**src/rtl/port_merge_arb.sv**
```systemverilog
// Frame-atomic round-robin merge of two 9-bit rx FIFO read ports into one tx FIFO write port.
// A grant is held for a whole frame; frames longer than MAX_FRAME are cut and the tail dropped.
module port_merge_arb #(
  parameter int MAX_FRAME = 1522,
  parameter int CNT_W     = 16
) (
  input  logic             sys_clk,
  input  logic             sys_rstn,
  output logic             rd0_en,
  input  logic [8:0]       rd0_data,
  input  logic             rd0_empty,
  output logic             rd1_en,
  input  logic [8:0]       rd1_data,
  input  logic             rd1_empty,
  output logic             wr_en,
  output logic [8:0]       wr_data,
  input  logic             wr_full,
  output logic [1:0]       grant,
  output logic [CNT_W-1:0] frm_cnt0,
  output logic [CNT_W-1:0] frm_cnt1,
  output logic [CNT_W-1:0] trunc_cnt
);

  localparam int BCNT_W = $clog2(MAX_FRAME + 1);
  localparam logic [BCNT_W-1:0] BCNT_MAX = BCNT_W'(MAX_FRAME);

  typedef enum logic [2:0] {IDLE, SEND0, SEND1, DISC0, DISC1} state_t;

  state_t             r_state;
  logic               r_last;
  logic               r_rd_vld_p1;
  logic               r_started;
  logic [BCNT_W-1:0]  r_bcnt;
  logic               r_wr_en;
  logic [8:0]         r_wr_data;
  logic [1:0]         r_grant;
  logic [CNT_W-1:0]   r_frm_cnt0;
  logic [CNT_W-1:0]   r_frm_cnt1;
  logic [CNT_W-1:0]   r_trunc_cnt;

  logic               w_port1;
  logic               w_send;
  logic               w_disc;
  logic [8:0]         w_rdata;
  logic               w_empty;
  logic               w_term;
  logic               w_trunc;
  logic               w_frm_done;
  logic               w_rd;

  function automatic logic [CNT_W-1:0] sat_inc(input logic [CNT_W-1:0] v);
    return (&v) ? v : v + CNT_W'(1);
  endfunction

  always_comb begin
    w_port1    = (r_state == SEND1) || (r_state == DISC1);
    w_send     = (r_state == SEND0) || (r_state == SEND1);
    w_disc     = (r_state == DISC0) || (r_state == DISC1);
    w_rdata    = w_port1 ? rd1_data : rd0_data;
    w_empty    = w_port1 ? rd1_empty : rd0_empty;
    // A returning end-of-frame word blocks the next read so nothing is fetched past the frame.
    w_term     = r_rd_vld_p1 & ~w_rdata[8] & (r_started | w_disc);
    w_trunc    = w_send & r_rd_vld_p1 & w_rdata[8] & (r_bcnt == BCNT_MAX);
    w_frm_done = w_trunc | (w_send & w_term);
    w_rd       = (w_send | w_disc) & ~w_empty & ~w_term & (w_disc | ~wr_full);
  end

  assign rd0_en    = w_rd & ~w_port1;
  assign rd1_en    = w_rd & w_port1;
  assign wr_en     = r_wr_en;
  assign wr_data   = r_wr_data;
  assign grant     = r_grant;
  assign frm_cnt0  = r_frm_cnt0;
  assign frm_cnt1  = r_frm_cnt1;
  assign trunc_cnt = r_trunc_cnt;

  always_ff @(posedge sys_clk or negedge sys_rstn) begin
    if (!sys_rstn) begin
      r_state     <= IDLE;
      r_last      <= 1'b1;
      r_rd_vld_p1 <= 1'b0;
      r_started   <= 1'b0;
      r_bcnt      <= '0;
      r_wr_en     <= 1'b0;
      r_wr_data   <= '0;
      r_grant     <= 2'b00;
      r_frm_cnt0  <= '0;
      r_frm_cnt1  <= '0;
      r_trunc_cnt <= '0;
    end else begin
      r_wr_en     <= 1'b0;
      r_rd_vld_p1 <= w_rd;

      if (w_frm_done) begin
        if (w_port1) r_frm_cnt1 <= sat_inc(r_frm_cnt1);
        else         r_frm_cnt0 <= sat_inc(r_frm_cnt0);
      end
      if (w_trunc) r_trunc_cnt <= sat_inc(r_trunc_cnt);

      case (r_state)
        IDLE: begin
          r_started <= 1'b0;
          r_bcnt    <= '0;
          if (~rd0_empty && (rd1_empty || r_last)) begin
            r_state <= SEND0;
            r_grant <= 2'b01;
          end else if (~rd1_empty) begin
            r_state <= SEND1;
            r_grant <= 2'b10;
          end
        end
        SEND0, SEND1: begin
          if (r_rd_vld_p1) begin
            if (w_rdata[8]) begin
              r_wr_en <= 1'b1;
              if (w_trunc) begin
                r_wr_data <= 9'h000;
                r_state   <= w_port1 ? DISC1 : DISC0;
              end else begin
                r_wr_data <= w_rdata;
                r_bcnt    <= r_bcnt + BCNT_W'(1);
                r_started <= 1'b1;
              end
            end else if (r_started) begin
              r_wr_en   <= 1'b1;
              r_wr_data <= w_rdata;
              r_last    <= w_port1;
              r_grant   <= 2'b00;
              r_state   <= IDLE;
            end
          end
        end
        DISC0, DISC1: begin
          if (w_term) begin
            r_last  <= w_port1;
            r_grant <= 2'b00;
            r_state <= IDLE;
          end
        end
        default: r_state <= IDLE;
      endcase
    end
  end

endmodule

```
**config.mk**
```make
export PLATFORM = sky130hd
export DESIGN_NAME = port_merge_arb
export DESIGN_NICKNAME = d
export VERILOG_FILES = /design/src/rtl/port_merge_arb.sv
export SDC_FILE = /design/constraint.sdc
export NUM_CORES = 1
export LEC_CHECK = 0
export ABC_AREA = 1
export BUFFER_PORTS_ARGS = -buffer_cell sky130_fd_sc_hd__buf_2
export CAP_MARGIN = 20
export CORE_ASPECT_RATIO = 1.5
export CORE_UTILIZATION = 29
export CTS_CLUSTER_DIAMETER = 150
export DETAILED_ROUTE_END_ITERATION = 8
export PLACE_DENSITY_LB_ADDON = 0.12
export SYNTH_ARGS = -nofsm -noshare
export SYNTH_HDL_FRONTEND = slang
export SYNTH_SLANG_ARGS = --single-unit
```
**constraint.sdc**
```tcl
create_clock -name sys_clk -period 1.7 [get_ports sys_clk]
set_input_delay 0.34 -clock sys_clk [delete_from_list [all_inputs] [get_ports sys_clk]]
set_output_delay 0.34 -clock sys_clk [all_outputs]
set_load 0.02 [all_outputs]
```
==> metrics list <==
* Wire length of the first global-routing pass: 22.9 mm
- Final hold violation count: 0
- Leading area contributor after synthesis: dfrtp_1
* Average vias per placed instance: ~4.6
* Number of pins exceeding their max-slew limit in the final report: 0
- The tool flagged a number of max-cap violations equal to 0.
* Register bit count reported by yosys: 77
* Clock insertion delay at the later pin of the skew report: roughly 0.34 ns
- Number of instances in the synthesized netlist: between 600 and 700
* Multi-input logic area: 2850 um2
- Once detail routing completed, the nets flagged for antenna violations numbered 0.
- Warnings from Yosys: 0
* # DRC: 0
- For this design the static power due to leakage is ~3.6 nW.
- DR WL/cell: between 10 and 15 um
- Std-Cell Core Area: between 15000 and 20000 um2
- The clock tree synthesis step divided the H-tree into 3 levels.
* Violated checks: setup timing
* Crit path capture type: primary output
* Layout fillers: ~1600
- Once the floorplan was initialized, standard cells occupied slightly below 30% of the core.
- Setup repair after global routing could not meet its margin everywhere.
- Grt ovf: 0
- Dividing the synthesized area by the synthesized cell count gives between 7 and 8 um2.
- The worst setup path is launched from a flip-flop.
- CTS placed an instance of clkbuf_16 at the clock tree root.
- Net switching share of the total power: a little under two fifths
- Vias in the first global route: approximately 4800
* Top cells by area, synth: dfrtp_1 41%, nand2_1 17%, nand3_1 10%, xor2_1 5.4%, inv_1 4.7%
- Register area: between 1500 and 2000 um2
* Number of I/O pins: 85
* Area enclosed by the die boundary: between 15000 and 20000 um2
- Summing every instance area after synthesis gives approximately 4700 um2.
- Post-Syn Nets: 661
* Max Root-Sink Buffers: 2
- Slew @ Worst Pin: roughly 0.38 ns
- Part of the total power dissipated in the clock network: between 20 and 30%
- Sequential cells were found to cover roughly two fifths of the synthesized design area.
- Clock tree from TritonCTS: done
- Across every metal layer, demand over resource in global routing totals 17.5%.
- Min setup slack post-route: -0.331 ns
- Endpoint required time on the critical path: roughly 1.4 ns
- The tightest min-delay check is of the input port to flip-flop type.
* Netlist cell types: 34
- In the finished design, the share of the clock period the worst path needs comes to 119%.
- The share of total power dissipated in sequential elements is around 26%.
- Sink count of the clock tree: 77
- After legalization and detailed placement, the total HPWL measured ~10 mm.
- Per report_power, the combinational group accounts for a little under half of the total.
- Setup TNS Final: -8.96 ns
- The initial antenna violation count is 0.
- Leading cell types by count after synthesis: 207 x nand2_1, 94 x nand3_1, 76 x dfrtp_1, 59 x inv_1, 47 x nor2_1
* Rows: 56
* Placer's final routability congestion estimate: 0.882
* Power Total: approximately 0.0086 W
- In this run the worst path has a maximum fanout of 7.
- After synthesis, the largest area contributor takes up just over 40% of total cell area.
* Inserted Clock Buffers: 9
- In this run the power density over the cells is approximately 1200 nW/um2.
- After detailed placement, the design holds a cell count of 994.
- Excluding fillers, the count of instances in the completed layout stands at between 1000 and 1500.
- Measured along the y axis, the die boundary spans 158 um.
- IR Drop Worst-Case VDD: 589 uV
- Post-Place Setup Slack: -0.195 ns
- Input/output buffers: 84
* Main synth FF type: dfrtp_1
- Headroom to the max-slew limit came out at between 70% and 80%.
- Total wire length: 14.1 mm
- Async set or reset register ratio after synthesis: between 90% and 100%
- Vias after detailed routing: ~4800
- The setup path with the least slack is of type flip-flop to primary output.
- Violation count after the first detailed-route iteration: 232
- Cell with the biggest individual delay on the critical path: dfrtp_2
* Slowest cell delay on critical path: 0.46 ns
- Count of flip-flops with a built-in enable after synthesis: 0
- Maximum number of pins on one net before global-route repair: 40
* Library cell with the highest instance count after synthesis: nand2_1
- Outcome: complete, but fails checks
* Clk slew on worst S/H paths: ~0.060 ns
- Drt first pass iters: 4
- Arrival time at the worst endpoint: between 1.5 and 2 ns
- Number of antenna repair diodes: 0
* Setup clock skew after layout: slightly above 0.007 ns
* Final setup violation count: 74
- The analysis attributes to net switching a power of around 0.0032 W.
- Share of layout cells above drive strength 1: 38.2%
* Peak clock frequency supported by timing: about 490 MHz
- The die is between 100 and 150 um wide.
* Internal power: approximately 0.0054 W
* Net total in the final layout: between 800 and 900
- The area growth from synthesis to layout is 52.9%.
- Sequence of cells on the critical path: nor2_4 -> nand2_4 -> nand2_8 -> buf_6 -> clkinvlp_4 -> nor2_4 -> buf_6
- Minimum period implied by the final worst setup slack: 2.03 ns
==> final timing paths <==
path | start | end | slack [ns] | depth (start not counted)
setup / recovery | r_state[1] | rd1_en | -0.33 | 7
hold / removal | rd0_data[7] | wr_data[7] | 0.35 | 5
setup reg to reg | r_state[1] | frm_cnt1[8] | -0.23 | 13
hold reg to reg | frm_cnt0[1] | frm_cnt0[1] | 0.51 | 2
max in group asynchronous | sys_rstn | frm_cnt1[0] | 0.84 | 3
min in group asynchronous | sys_rstn | r_bcnt[7] | 0.38 | 2
==> cells by family after synthesis <==
logic type | count (synthesis) | share of synthesized area [%]
fa+ha+maj | 5 | 1.34
simple gates | 398 | 37.5
flops | 77 | 41.2
buf+inv | 78 | 7.44
xor+xnor | 46 | 8.61
compound gates | 29 | 3.91
==> power by group through the flow <==
stage | Combinational, W | Clock, W | Sequential [W]
floorplan | 0.00143 | 0 | 0.00238
global placement | 0.00292 | 0 | 0.00222
detailed placement | 0.00294 | 0 | 0.00222
CTS | 0.00345 | 0.00245 | 0.00220
global route | 0.00436 | 0.00253 | 0.00225
finish | 0.00400 | 0.00238 | 0.00222
==> critical path, delay by kind of cell (launching register included) <==
family / cells / cell delay [ns]
buffers and inverters: 3 / 0.41
DFF: 1 / 0.46
and+or+nand+nor: 4 / 0.48
==> cell usage in the layout, fill, tap and decap left out, types with 2 or more instances in the layout <==
| cell type | instances |
|---|---|
| nor2_2 | 5 |
| xor2_1 | 29 |
| clkbuf_1 | 2 |
| buf_2 | 81 |
| xnor2_1 | 16 |
| nand2_8 | 3 |
| nor2_4 | 5 |
| or2_2 | 2 |
| o21ai_1 | 9 |
| ha_1 | 3 |
| dfrtp_1 | 68 |
| nand2_1 | 183 |
| a21oi_1 | 3 |
| nand3_1 | 67 |
| dfrtp_2 | 8 |
| bufinv_16 | 4 |
| o21ai_0 | 3 |
| inv_1 | 54 |
| nand3b_1 | 5 |
| nand2_2 | 19 |
| nor3_1 | 15 |
| buf_12 | 6 |
| nand4_1 | 9 |
| nand3_4 | 7 |
| nand3_2 | 23 |
| inv_2 | 5 |
| buf_4 | 86 |
| clkbuf_16 | 9 |
| nand2_4 | 12 |
| bufbuf_16 | 2 |
| buf_6 | 18 |
| ha_4 | 2 |
| nor2_1 | 39 |
| o21ai_2 | 8 |
| o21bai_1 | 3 |
==> cell type report <==
class | count | share of cell area, %
sequential | 77 | 27.1
multi-input combinational | 478 | 39.9
tap | 203 | 3.55
clock buffer | 12 | 3.45
inverter | 62 | 3.52
timing repair buffer | 196 | 20.9
clock inverter | 4 | 1.68
==> flip-flops by register name, summed over array words and instances (netlist names) <==
register / count
r_bcnt: 11
frm_cnt1: 16
r_rd_vld_p1: 1
r_last: 1
r_state: 3
grant: 2
frm_cnt0: 16
r_started: 1
wr_en: 1
wr_data: 9
trunc_cnt: 16
==> metrics by stage <==
| stage | hold slack [ns] | instance area [um2] | util, % |
|---|---|---|---|
| after global routing | 0.357 | 7150 | 45.6 |
| after floorplan | 0.0444 | 4700 | - |
| final | 0.346 | 7150 | 45.6 |
| after detailed placement | 0.196 | 5990 | 38.1 |
| after global placement | 0.195 | 5990 | 38.1 |
| after CTS | 0.330 | 6790 | 43.2 |
==> what timing repair did <==
action                                 CTS  global route
endpoints found under the hold margin    7             0
setup endpoints to repair               75            77
resized for setup                       69            76
cloned                                   3             0
buffers inserted                        11            11
pin swaps                               19            18
hold buffers                             1             0
==> metal layers <==
metal | share of wire, % | GRT usage, % | vias to the layer above
met2 | 55 | 33.6 | 70
met5 | 0 | 0 | -
li1 | - | - | 2408
met3 | 2.6 | 2.90 | 29
met1 | 40 | 18.5 | 2250
met4 | 2.6 | 7.87 | 0
No activity file was read; power rests on OpenSTA's default activity.
